## src/rtl/mem_arbiter.sv

```systemverilog
// mem_arbiter: buffers a two-slot load/store pair and issues it in order to a
// single-outstanding data memory, returning one response pulse per slot.
module mem_arbiter #(
    parameter int DATA_W = 32
) (
    input  logic                   clk,
    input  logic                   resetn,
    input  logic [1:0]             in_valid,
    input  logic [1:0]             in_we,
    input  logic [1:0][1:0]        in_size,
    input  logic [1:0][DATA_W-1:0] in_addr,
    input  logic [1:0][DATA_W-1:0] in_wdata,
    output logic                   in_ready,
    output logic                   stall,
    input  logic                   flush,
    output logic                   dm_req,
    output logic                   dm_we,
    output logic [1:0]             dm_size,
    output logic [DATA_W-1:0]      dm_addr,
    output logic [DATA_W-1:0]      dm_wdata,
    input  logic                   dm_addr_ok,
    input  logic                   dm_data_ok,
    input  logic [DATA_W-1:0]      dm_rdata,
    output logic [1:0]             resp_valid,
    output logic [DATA_W-1:0]      resp_rdata,
    output logic                   pair_done
);
    typedef enum logic [1:0] {IDLE, ISSUE, WAIT_DATA} state_t;

    state_t                  state, state_nxt;
    logic [1:0]              pend, pend_nxt;
    logic                    cur, cur_nxt;
    logic                    capture;
    logic                    sel;
    logic [1:0]              buf_we;
    logic [1:0][1:0]         buf_size;
    logic [1:0][DATA_W-1:0]  buf_addr, buf_wdata;

    // While issuing, the slot is picked from pend; once issued it is held in cur.
    assign sel = (state == ISSUE) ? ~pend[0] : cur;

    always_ff @(posedge clk or negedge resetn) begin
        if (!resetn) begin
            state <= IDLE;
            pend  <= '0;
            cur   <= 1'b0;
        end else begin
            state <= state_nxt;
            pend  <= pend_nxt;
            cur   <= cur_nxt;
        end
    end

    always_ff @(posedge clk) begin
        if (capture) begin
            buf_we    <= in_we;
            buf_size  <= in_size;
            buf_addr  <= in_addr;
            buf_wdata <= in_wdata;
        end
    end

    always_comb begin
        state_nxt  = state;
        pend_nxt   = pend;
        cur_nxt    = cur;
        capture    = 1'b0;
        in_ready   = 1'b0;
        dm_req     = 1'b0;
        resp_valid = 2'b00;
        pair_done  = 1'b0;
        case (state)
            IDLE: begin
                in_ready = 1'b1;
                if (|in_valid && !flush) begin
                    capture   = 1'b1;
                    pend_nxt  = in_valid;
                    state_nxt = ISSUE;
                end
            end
            ISSUE: begin
                dm_req = 1'b1;
                if (dm_addr_ok) begin
                    cur_nxt   = sel;
                    pend_nxt  = flush ? 2'b00 : (pend & {~sel, sel});
                    state_nxt = WAIT_DATA;
                end else if (flush) begin
                    pend_nxt  = 2'b00;
                    state_nxt = IDLE;
                end
            end
            WAIT_DATA: begin
                if (flush) pend_nxt = 2'b00;
                if (dm_data_ok) begin
                    resp_valid = {cur, ~cur};
                    pair_done  = (pend_nxt == 2'b00);
                    state_nxt  = (pend_nxt == 2'b00) ? IDLE : ISSUE;
                end
            end
            default: state_nxt = IDLE;
        endcase
    end

    assign stall      = ~in_ready;
    assign dm_we      = dm_req ? buf_we[sel] : 1'b0;
    assign dm_size    = dm_req ? buf_size[sel] : 2'b00;
    assign dm_addr    = dm_req ? buf_addr[sel] : '0;
    assign dm_wdata   = dm_req ? buf_wdata[sel] : '0;
    assign resp_rdata = (|resp_valid && !buf_we[cur]) ? dm_rdata : '0;
endmodule

```

## config.mk

```make
export PLATFORM = sky130hd
export DESIGN_NAME = mem_arbiter
export DESIGN_NICKNAME = d
export VERILOG_FILES = /design/src/rtl/mem_arbiter.sv
export SDC_FILE = /design/constraint.sdc
export NUM_CORES = 1
export LEC_CHECK = 0
export CAP_MARGIN = 20
export CORE_MARGIN = 10
export CORE_UTILIZATION = 44
export CTS_CLUSTER_DIAMETER = 100
export DETAILED_ROUTE_END_ITERATION = 12
export PLACE_DENSITY = 0.89
export SYNTH_ARGS = -nofsm -noshare
export SYNTH_HDL_FRONTEND = slang
export SYNTH_SLANG_ARGS = --single-unit
```

## constraint.sdc

```tcl
create_clock -name clk -period 13.9 [get_ports clk]
set_clock_uncertainty 0.2 [all_clocks]
set_input_delay 2.085 -clock clk [delete_from_list [all_inputs] [get_ports clk]]
set_output_delay 2.085 -clock clk [all_outputs]
set_load 0.005 [all_outputs]
```

==> results of run 1 <==
==> worst max-delay path by stage <==
stage | end | depth (start not counted)
2_1_floorplan | buf_addr[0] | 2
3_3_place_gp | resp_rdata[14] | 5
3_5_place_dp | resp_rdata[14] | 5
4_1_cts | resp_rdata[14] | 5
5_1_grt | resp_rdata[14] | 5
6_report | resp_rdata[14] | 5
==> worst register-to-register path, delay by kind of cell, from the launching register on <==
kind                     cells  cell delay (ps)
adder cells (fa/ha/maj)      1              260
buffers and inverters        4             1710
AND/OR/NAND/NOR              1              100
flip-flops                   1              420
==> cell families after synthesis <==
family	synth area share
fa+ha+maj	0.0107
compound gates	0.0189
flops	0.713
simple gates	0.119
mux	0.117
buf+inv	0.0213
==> cells in the mapped netlist <==
cell,count,area (sq um)
inv_1,5,18.8
mux2_2,1,11.3
nand2_1,1,3.75
and2_1,33,206
edfxtp_1,134,4020
a22o_1,2,17.5
buf_4,2,15.0
dfrtp_1,5,125
buf_6,3,33.8
o21bai_1,1,7.51
nor3b_1,1,7.51
nor2b_1,69,432
nor2_1,5,18.8
nand2b_1,2,12.5
ha_1,5,62.6
buf_2,6,30.0
and3_1,1,6.26
mux2i_1,67,671
a21oi_1,5,25.0
o21ai_0,3,15.0
a221oi_2,1,15.0
clkbuf_1,7,26.3
o21ba_2,1,10.0
a211oi_4,1,20.0
nand2_2,1,6.26
==> placed cells by master (no fill, tap or decap), types with 3 or more instances in the layout <==
| cell type | n |
|---|---|
| clkdlybuf4s50_1 | 277 |
| edfxtp_1 | 134 |
| nor2b_1 | 69 |
| mux2i_1 | 67 |
| and2_1 | 33 |
| clkbuf_16 | 17 |
| inv_1 | 5 |
| a21oi_1 | 5 |
| nor2_1 | 4 |
| ha_1 | 4 |
| bufinv_16 | 4 |
| dfrtp_1 | 4 |
| o21ai_0 | 3 |
| clkinv_1 | 3 |
| clkinvlp_4 | 3 |
| clkinv_2 | 3 |
| buf_4 | 3 |
==> flip-flops by register name (all words and copies together), names as in the netlist <==
signal and count:
buf_addr 64, buf_wdata 64, buf_size 4, buf_we 2
pend 2, state 2, cur 1
==> metrics by stage <==
stage / std cells / instance area, sq um / hold WS, ps
3_5_place_dp: 796 / 8740 / 322
2_1_floorplan: 362 / 5820 / 267
3_3_place_gp: 796 / 8740 / 299
5_1_grt: 830 / 9380 / 404
4_1_cts: 828 / 9350 / 338
6_report: 830 / 9380 / 382
==> routing by layer <==
metal | share of wire | vias up | routed length, microns | track usage
met5 | 0 | - | 0 | 0
met4 | 0.026 | 0 | 443 | 0.0795
met3 | 0.097 | 28 | 1670 | 0.0775
met2 | 0.55 | 213 | 9420 | 0.345
met1 | 0.33 | 1880 | 5620 | 0.163
li1 | - | 1877 | - | -
==> report_power, final <==
| part | switching (mW) | leakage, nW | internal, mW |
|---|---|---|---|
| sequential | 0.0437 | 1.30 | 0.552 |
| clock | 0.162 | 0.288 | 0.297 |
| combinational | 0.222 | 1.70 | 0.315 |
==> layout make-up <==
class | instances | share of cell area
sequential | 139 | 0.443
timing repair buffer | 281 | 0.301
multi-input combinational | 200 | 0.166
clock buffer | 18 | 0.0458
tap | 172 | 0.0230
clock inverter | 14 | 0.0189
inverter | 5 | 0.00200
antenna | 1 | 0.000267
==> flow_summary.toml, run 1 <==
[sta]
min_period_over_period = 0.468
fin_ws_ps = 7400
min_period_ps = 6500
rsz0062_at_grt = "no"
hold_viol = 0
setup_viol = 0
drv_slew = 0
slew_headroom = 0.389
tightest_slew_ps = 916
finalSetupTns_ps = 0
max_freq_ghz = 0.154

[critical_path]
cp-start-kind = "input port"
critPathSlowestCell = "a211oi_4"
ff2ff_path_depth = 6
timing.critical_path.from = "dm_data_ok"
endpoint_kind = "output port"
crit_buf_inv = 2
rr_endpoint = "buf_wdata[40]"
path_cells = "clkdlybuf4s50_1 -> nand2_2 -> a211oi_4 -> and2_1 -> clkdlybuf4s50_1"
cpLargestDelayFamily = "buffers and inverters"
crit_arrival_ps = 4220
cp.required_ps = 11610
cp_max_fo = 32
path_class = "in2out"
cpPeakStageDelay_ps = 740
rrSetupSlack_ps = 10780
timing.rr.start = "state[1]"
cp_common_cell = "clkdlybuf4s50_1"

[cts]
clockBufferDepth = 2
post_cts_buffers = 0
clock-sinks = 139
htreeDepth = 4
clk_pin_slew_ps = 50
cts_buffers = 17
cts_hold_buf = 0
clockRootBuffer = "clkbuf_16"
ctsResizeCount = 0
clk_latency_ps = 410
cts_tree = "done"

[min_path]
hp-start = "pend[1]"
whs_path_depth = 1
min_to = "pend[1]"
hold_class = "reg2reg"

[floorplan]
die_h_microns = 135
dieArea_sq_um = 18200
start_util = 0.456
fp.dieW_microns = 135
ios = 278
core-area_sq_um = 12800
rows = 41

[finish]
syn_to_final_growth_pct = 61.1
fin_nets = 822
finish.utilization = 0.734
ff_latch_area_sq_um = 4150
n_fill_cell = 807
multiInputGateArea_sq_um = 1560
drive_gt1_frac = 0.0609

[yosys]
ys_seq_area_frac = 0.713
synth.avg_cell_area_sq_um = 16.1
synth_cells = 362
ys_seq_elements = 139
ys_types = 25
synth.yosys.warnings = 0
synth_nets = 540
syn_area_sq_um = 5820

[power]
power_mw = 1.59
ir_drop_mv = 0.104
p_leak_nw = 3.29
p_per_area_nw_per_um2 = 170

[placed_design]
hpwl_mm = 12.9
preCtsSetupSlack_ps = 7350
gp_congestion = 0.912
numPortBuffers = 277

[drt]
wirelength_mm = 17.1
drt_iter0_drc = 184
wl_per_cell_microns = 20.7
drt-vias-per-instance = 4.82
ant_nets = 0
vias = 3998
drc = 0
firstDrtPassIters = 4

[global_route]
grt_usage = 0.182
first_global_vias = 4399
antenna_found_initial = 1
overflow = 0
grt_pass1_wl_mm = 24.9
grt_max_degree = 75

[job]
drv_cap = 0

[status]
status = "finished clean"
No activity file was read; power rests on OpenSTA's default activity.
==> inputs of run 2 (changes only) <==
CORE_UTILIZATION = 41   (was 44)
PLACE_DENSITY = 0.84   (was 0.89)
clock period = 6.3 ns   (was 13.9 ns; I/O delays follow)
==> flow_summary.toml, run 2 (synthesis results as in run 1) <==
[status]
status = "finished clean"

[drt]
vias = 3992
ant_nets = 0
wl_per_cell_microns = 20.2
drt-vias-per-instance = 4.77
wirelength_mm = 16.9
drc = 0
drt_iter0_drc = 177
firstDrtPassIters = 4

[power]
p_int_mw = 2.45
p_per_area_nw_per_um2 = 366
power_frac_comb = 0.343
p_leak_nw = 3.25
pwr-share-clk = 0.269
seqPwrFrac = 0.388
ir_drop_mv = 0.211
swShare = 0.282
p_switching_uw = 963

[cts]
htreeDepth = 4
cts_tree = "done"
clk_pin_slew_ps = 60
clk_latency_ps = 410
clock-sinks = 139
clockBufferDepth = 2
clockRootBuffer = "clkbuf_16"
cts_buffers = 17
cts_hold_buf = 0
ctsResizeCount = 0
post_cts_buffers = 0

[finish]
finish.utilization = 0.672
final_cell_mix = "clkdlybuf4s50_1 (277), edfxtp_1 (134), nor2b_1 (69), mux2i_1 (67), and2_1 (33)"
drive_gt1_frac = 0.0624
syn_to_final_growth_pct = 60.2
fin_nets = 822
reg_top3 = "buf_addr (64), buf_wdata (64), buf_size (4)"
n_antenna_cell = 0
layout_commonest_cell = "clkdlybuf4s50_1"

[global_route]
antenna_found_initial = 1
first_global_vias = 4314
grt_pass1_wl_mm = 25.7
grt_usage = 0.172
grt_max_degree = 61
overflow = 0

[floorplan]
dieArea_sq_um = 19400
fp.dieW_microns = 139
ios = 278
die_h_microns = 139
start_util = 0.419
rows = 43
core-area_sq_um = 13900

[critical_path]
endpoint_kind = "output port"
cp_common_cell = "clkdlybuf4s50_1"
crit_arrival_ps = 3070
cp-start-kind = "input port"
path_cells = "clkdlybuf4s50_1 -> nand2_2 -> a211oi_4 -> and2_1 -> clkdlybuf4s50_1"
rrSetupSlack_ps = 3550
critPathSlowestCell = "a211oi_4"
cpPeakStageDelay_ps = 750
path_class = "in2out"
cp_max_fo = 32
cp.required_ps = 5150

[sta]
drv_slew = 0
hold_viol = 0
slew_headroom = 0.419
setup_viol = 0
max_freq_ghz = 0.237
finalSetupTns_ps = 0
min_period_over_period = 0.670
min_period_ps = 4220
whs_ps = 349
tightest_slew_ps = 869
rsz0062_at_grt = "no"

[job]
drv_cap = 0

[placed_design]
numPortBuffers = 277
gp_congestion = 0.979
hpwl_mm = 13.0

[min_path]
hold_class = "reg2reg"
==> run 2: area by class of cell <==
cell class                 count  area (sq um)
fill                         976          4560
sequential                   139          4150
timing repair buffer         281          2820
multi-input combinational    200          1560
clock buffer                  19           433
tap                          180           225
clock inverter                13           121
inverter                       5          18.8
==> run 2: per-stage QoR <==
stage | worst slack, ps | instances | instance area, sq um | total power, mW
final | 2080 | 837 | 9320 | 3.41
after global routing | 1900 | 837 | 9320 | 3.59
after CTS | 2070 | 837 | 9320 | 3.47
after detailed placement | 2070 | 805 | 8770 | 2.53
after global placement | 2230 | 804 | 8750 | 2.48
after floorplan | 1020 | 362 | 5820 | 1.87
==> run 2: worst paths after layout <==
kind	from	end	cells past startpoint
worst max-delay path	dm_data_ok	resp_rdata[8]	5
worst max register to register	state[0]	buf_addr[32]	5
worst min-delay path	pend[1]	pend[1]	1
max in group asynchronous	resetn	pend[0]	1
min in group asynchronous	resetn	pend[1]	1
worst min register to register	pend[1]	pend[1]	1
==> run 2: critical path: cells and delay by family <==
kind,cells,cell delay (ps)
AO/OA/AOI/OAI,1,750
AND/OR/NAND/NOR,2,330
buffers and inverters,2,1040
==> run 2: power groups by stage <==
stage / clock network, mW / registers [mW] / logic (mW)
after CTS: 0.944 / 1.33 / 1.20
after global placement: 0 / 1.34 / 1.15
final: 0.920 / 1.32 / 1.17
after global routing: 0.979 / 1.35 / 1.26
after detailed placement: 0 / 1.35 / 1.18
after floorplan: 0 / 1.29 / 0.582
==> run 2: per-layer routing <==
metal | share of wire | global-route usage
met1 | 0.38 | 0.181
met2 | 0.52 | 0.303
met3 | 0.085 | 0.0705
met5 | 0.00053 | 0
met4 | 0.021 | 0.0648
